<file path="src/rtl/picture_loader.sv">
// rtl/picture_loader.sv - packs UART bytes into pixels and writes them to picture BRAM side A
// Optional trailing XOR checksum byte: define PICTURE_LOADER_CHECKSUM_EN.
module picture_loader #(
    parameter int NUM_CH  = 3,
    parameter int CH_BITS = 6,
    parameter int H_RES   = 640,
    parameter int V_RES   = 480,
    parameter int ADDR_W  = 19,
    parameter int TIMEOUT = 100000
) (
    input  logic                        clk,
    input  logic                        reset_n,
    input  logic [7:0]                  rx_data,
    input  logic                        rx_valid,
    input  logic                        restart,
    output logic                        wr_en,
    output logic [ADDR_W-1:0]           wr_addr,
    output logic [NUM_CH*CH_BITS-1:0]   wr_data,
    output logic [1:0]                  done
);

    localparam int PIXELS = H_RES * V_RES;
    localparam int PIX_W  = NUM_CH * CH_BITS;
    localparam int BC_W   = (NUM_CH > 1) ? $clog2(NUM_CH) : 1;
    localparam int IDLE_W = (TIMEOUT > 1) ? $clog2(TIMEOUT) : 1;

    localparam logic [BC_W-1:0]   LAST_BYTE = BC_W'(NUM_CH - 1);
    localparam logic [ADDR_W-1:0] LAST_PIX  = ADDR_W'(PIXELS - 1);
    localparam logic [IDLE_W-1:0] IDLE_MAX  = IDLE_W'((TIMEOUT > 0) ? TIMEOUT - 1 : 0);

    localparam logic [1:0] DONE_IDLE     = 2'b00;
    localparam logic [1:0] DONE_LOADING  = 2'b01;
    localparam logic [1:0] DONE_COMPLETE = 2'b10;
    localparam logic [1:0] DONE_ERROR    = 2'b11;

    typedef enum logic [2:0] {
        S_IDLE,
        S_LOAD,
`ifdef PICTURE_LOADER_CHECKSUM_EN
        S_CHK,
`endif
        S_DONE,
        S_ERR
    } state_t;

    state_t              state_q;
    logic [1:0]          done_q;
    logic                wr_en_q;
    logic [ADDR_W-1:0]   wr_addr_q;
    logic [PIX_W-1:0]    wr_data_q;
    logic [BC_W-1:0]     byte_cnt_q;
    logic [ADDR_W-1:0]   pix_q;
    logic [IDLE_W-1:0]   idle_q;
    logic [PIX_W-1:0]    accum_q;
`ifdef PICTURE_LOADER_CHECKSUM_EN
    logic [7:0]          csum_q;
`endif

    logic [CH_BITS-1:0]  chan_d;
    logic [PIX_W-1:0]    pixel_d;
    logic                timeout_hit_d;
    logic                unused_rx_bits;

    // Low bits of each byte are discarded by the packing; only the checksum reads them.
    assign unused_rx_bits = ^rx_data;
    assign chan_d         = rx_data[7 -: CH_BITS];
    assign timeout_hit_d  = (TIMEOUT != 0) && (idle_q == IDLE_MAX);

    always_comb begin
        pixel_d = accum_q;
        for (int k = 0; k < NUM_CH; k++) begin
            if (byte_cnt_q == BC_W'(k)) begin
                pixel_d[(NUM_CH-1-k)*CH_BITS +: CH_BITS] = chan_d;
            end
        end
    end

    always_ff @(posedge clk or negedge reset_n) begin
        if (!reset_n) begin
            state_q    <= S_IDLE;
            done_q     <= DONE_IDLE;
            wr_en_q    <= 1'b0;
            wr_addr_q  <= '0;
            wr_data_q  <= '0;
            byte_cnt_q <= '0;
            pix_q      <= '0;
            idle_q     <= '0;
            accum_q    <= '0;
`ifdef PICTURE_LOADER_CHECKSUM_EN
            csum_q     <= '0;
`endif
        end else begin
            wr_en_q <= 1'b0;
            if (restart) begin
                state_q    <= S_IDLE;
                done_q     <= DONE_IDLE;
                byte_cnt_q <= '0;
                pix_q      <= '0;
                idle_q     <= '0;
                accum_q    <= '0;
`ifdef PICTURE_LOADER_CHECKSUM_EN
                csum_q     <= '0;
`endif
            end else begin
                case (state_q)
                    // IDLE counters are already clear, so its first byte is byte 0 of pixel 0.
                    S_IDLE, S_LOAD: begin
                        if (rx_valid) begin
                            idle_q  <= '0;
                            state_q <= S_LOAD;
                            done_q  <= DONE_LOADING;
`ifdef PICTURE_LOADER_CHECKSUM_EN
                            csum_q  <= csum_q ^ rx_data;
`endif
                            if (byte_cnt_q == LAST_BYTE) begin
                                wr_en_q    <= 1'b1;
                                wr_addr_q  <= pix_q;
                                wr_data_q  <= pixel_d;
                                byte_cnt_q <= '0;
                                if (pix_q == LAST_PIX) begin
`ifdef PICTURE_LOADER_CHECKSUM_EN
                                    state_q <= S_CHK;
`else
                                    state_q <= S_DONE;
                                    done_q  <= DONE_COMPLETE;
`endif
                                end else begin
                                    pix_q <= pix_q + 1'b1;
                                end
                            end else begin
                                byte_cnt_q <= byte_cnt_q + 1'b1;
                                accum_q    <= pixel_d;
                            end
                        end else if (state_q == S_LOAD) begin
                            if (timeout_hit_d) begin
                                state_q    <= S_ERR;
                                done_q     <= DONE_ERROR;
                                byte_cnt_q <= '0;
                                accum_q    <= '0;
                            end else if (TIMEOUT != 0) begin
                                idle_q <= idle_q + 1'b1;
                            end
                        end
                    end
`ifdef PICTURE_LOADER_CHECKSUM_EN
                    S_CHK: begin
                        if (rx_valid) begin
                            idle_q <= '0;
                            if (rx_data == csum_q) begin
                                state_q <= S_DONE;
                                done_q  <= DONE_COMPLETE;
                            end else begin
                                state_q <= S_ERR;
                                done_q  <= DONE_ERROR;
                            end
                        end else if (timeout_hit_d) begin
                            state_q <= S_ERR;
                            done_q  <= DONE_ERROR;
                        end else if (TIMEOUT != 0) begin
                            idle_q <= idle_q + 1'b1;
                        end
                    end
`endif
                    default: begin
                    end
                endcase
            end
        end
    end

    assign wr_en   = wr_en_q;
    assign wr_addr = wr_addr_q;
    assign wr_data = wr_data_q;
    assign done    = done_q;

endmodule

</file>
<file path="config.mk">
export PLATFORM = sky130hd
export DESIGN_NAME = picture_loader
export DESIGN_NICKNAME = d
export VERILOG_FILES = /design/src/rtl/picture_loader.sv
export SDC_FILE = /design/constraint.sdc
export NUM_CORES = 1
export LEC_CHECK = 0
export ABC_AREA = 1
export BUFFER_PORTS_ARGS = -buffer_cell sky130_fd_sc_hd__buf_2
export CELL_PAD_IN_SITES_DETAIL_PLACEMENT = 1
export CELL_PAD_IN_SITES_GLOBAL_PLACEMENT = 2
export CORE_ASPECT_RATIO = 0.6
export CORE_MARGIN = 2
export CORE_UTILIZATION = 37
export DETAILED_ROUTE_END_ITERATION = 7
export GPL_ROUTABILITY_DRIVEN = 0
export HOLD_SLACK_MARGIN = 0.08
export PLACE_DENSITY = 0.92
export SYNTH_ARGS = -nofsm -noshare
export SYNTH_HDL_FRONTEND = slang
export SYNTH_SLANG_ARGS = --single-unit
</file>
<file path="constraint.sdc">
create_clock -name clk -period 4.7 [get_ports clk]
set_input_delay 0.705 -clock clk [delete_from_list [all_inputs] [get_ports clk]]
set_output_delay 0.705 -clock clk [all_outputs]
set_load 0.05 [all_outputs]
</file>
==> impl_metrics.ini <==
[worst_setup_path]
critical_path.max_stage_delay_ns = 0.86
critical-path-top-delay-family = buffers and inverters
timing.critical_path.required_ns = 4.96
setup.worst_path.class = reg2reg
cp_num_buf_inv = 3
worst-path-max-fanout = 71
cp-start-kind = flop
worst_path_max_delay_cell = inv_2
timing.critical_path.cells = inv_1 > nand2_1 > inv_1 > nand2_2 > nor2_4 > inv_2 > nand2_1 > o21ai_1
reg2reg_slack_ns = 2.10
crit_arrival_ns = 2.85
timing.critical_path.to_type = flop

[detailed_routing]
dr.pass1.iters = 4
drt_iter0_markers = 296
wl_per_cell_um = 16.6
drc = 0
drtAntennaViolNets = 0
number_of_vias_after_detailed_routing = 4514
totalWireLength_mm = 14.3
detail_route.vias_per_cell = 5.21

[finish]
final_net_count = 705
layout.cell_area.non_filler_um2 = 5650
finalCoreUtilization = 0.433
most_frequent_cells_in_the_layout = 222 x nand2_1, 96 x dfrtp_1, 60 x nor2_1, 52 x inv_1
number_of_antenna_repair_diodes = 0
fillerInstances = 1638
final_common_cell = nand2_1
layout-area-overhead-vs-synth_pct = 12.1
fraction_of_final_layout_cells_sized_beyond_drive_strength_1 = 0.148

[power_and_ir_drop]
design_power_total_mw = 2.00
vdd_ir_drop_max_mv = 0.216
leakage_nw = 2.77
power_density_nw_per_um2 = 354

[sta]
setup_viol = 0
report.final.slew_viol_count = 0
finalSetupTns_ns = 0
max_freq_mhz = 385
clock-skew-final_ns = 0.0112
period_needed_ns = 2.60
worst_hold_slack_ns = 0.413
setup_repair_after_global_routing_missed_its_margin = no
max_slew.worst_pin.slew_ns = 1.17
report.final.hold_viol_count = 0
post-route-period-util = 0.553
slew-limit-headroom = 0.218

[clock_tree]
post_cts_setup_buffers = 0
ctsResizeCount = 0
clock_sink_total = 96
cts-hold-fix-buffers = 0
clk_path_buf_depth = 2
cts-htree-levels = 3
worst_setup_hold_path_clk_slew_ns = 0.07
cts.root.buffer_cell = clkbuf_16
cts_inserted_buffers = 9
clock_tree_from_tritoncts = built
worst_skew_pair.late_latency_ns = 0.35

[floorplan]
die_width_um = 155
die_h_um = 94.4
start_util = 0.386
fp.dieArea_um2 = 14600
std_cell_rows = 32
io-pin-count = 52
coreArea_um2 = 13100

[synthesis]
ys_top_cells_by_area = dfrtp_1 48%, nand2_1 17%, o21ai_1 4.8%, nor2_1 4.5%, nand4_1 4.1%
synthSimpleGateAreaFrac = 0.322
number_of_flops_mapped_to_enable_cells_by_yosys = 0
syn_area_per_cell_um2 = 7.69
synthAdderAreaFrac = 0.00497
synthCells = 655
synth_mux_area_frac = 0
synth_seq_area_share = 0.477
area_share_of_xor_xnor_cells_in_the_synthesized_design = 0.0139
synth_top_family_by_area = simple AND/OR/NAND/NOR gates
synth-warning-count = 0
netlist.top_cell.by_area = dfrtp_1
post_synth_instance_area_um2 = 5040
synth_compound_gate_area_share = 0.106
synth-seq-cells = 96
syn-num-nets = 669
synthDistinctLibCells = 28
synth_top_flop_cell = dfrtp_1
asyncSetResetFlopFracSynth = 1.00
synth.top_cell.area_share = 0.477

[global_route]
first_global_vias = 4609
antenna_violations_before_repair = 0
maximum_number_of_pins_on_one_net_before_global_route_repair = 72
grt_first_pass_wirelength_mm = 23.6
grt_use_total = 0.205
grt-ovfl-total = 0

[min_path]
holdCritPathClass = in2async

[placed_design]
place.port_buffers = 49
placement.cell_area_um2 = 5340
detailed_place_hpwl_mm = 10.1

[job]
maxCapViolations = 0

[run_status]
run_status = complete, no violations
-- power breakdown --
group | internal, mW | switching (mW)
Sequential | 0.871 | 0.0285
Combinational | 0.0639 | 0.258
Clock | 0.432 | 0.345
Total | 1.37 | 0.632
-- cell families after synthesis --
group                      count (synthesis)
and+or+nand+nor                          367
adders and majority gates                  2
buffers and inverters                     85
AOI/OAI and AO/OA                         97
xor gates and xnor gates                   8
DFF                                       96
-- cell type report --
cell class                 count  area [um2]  share of cell area
sequential                    96        2400               0.425
multi-input combinational    474        2250               0.398
timing repair buffer          50         255              0.0452
clock buffer                  11         243              0.0430
inverter                      60         225              0.0399
tap                          170         213              0.0376
clock inverter                 5        63.8              0.0113
-- metrics by stage --
step / worst slack [ns] / std cells
after detailed placement: 1.81 / 850
final: 2.10 / 866
after global routing: 1.78 / 866
after CTS: 2.06 / 866
after global placement: 1.94 / 850
after floorplan: 2.92 / 655
-- worst paths after layout --
path	start	end	depth (start not counted)
hold / removal	reset_n	wr_addr[0]$_DFFE_PN0P_	1
max in group asynchronous	reset_n	pix_q[1]$_DFFE_PN0P_	2
setup / recovery	byte_cnt_q[0]$_DFFE_PN0P_	wr_data[7]$_DFFE_PN0P_	8
hold reg to reg	accum_q[12]$_DFFE_PN0P_	accum_q[12]$_DFFE_PN0P_	2
setup reg to reg	byte_cnt_q[0]$_DFFE_PN0P_	wr_data[7]$_DFFE_PN0P_	8
min in group clk	accum_q[12]$_DFFE_PN0P_	accum_q[12]$_DFFE_PN0P_	2
-- layer usage --
metal,routed length [um],vias to the layer above,track usage,share of wire
li1,-,2175,-,-
met4,118,0,0.0448,0.0082
met3,602,12,0.0372,0.042
met1,7390,2246,0.300,0.52
met2,6230,81,0.319,0.43
met5,0,-,0,0
-- cells in the mapped netlist (2+ instances only) --
library cell,instances
buf_6,5
o21ai_0,33
o21ai_2,10
clkbuf_1,3
nor3_1,4
nand2_1,222
nand2_2,6
a21oi_1,3
ha_1,2
nand3_2,2
nand3_1,29
o21ai_1,48
inv_2,8
nor2_4,5
nand2_4,3
dfrtp_1,96
buf_4,4
nand4_1,33
xor2_1,8
buf_2,13
inv_1,52
nor2_1,60
-- flip-flops by register name, indices dropped and copies added, names as in the netlist --
signal	count
idle_q	17
accum_q	18
pix_q	19
wr_addr	19
wr_data	18
wr_en	1
byte_cnt_q	2
state_q	2
-- worst reg2reg max path, stage by stage, from the launching register on --
cell     delay [ns]
dfrtp_1        0.39
inv_1          0.05
nand2_1        0.11
inv_1          0.23
nand2_2        0.46
nor2_4         0.11
inv_2          0.86
nand2_1        0.15
o21ai_1        0.14
Note: power is estimated with default switching activity, not from simulation.
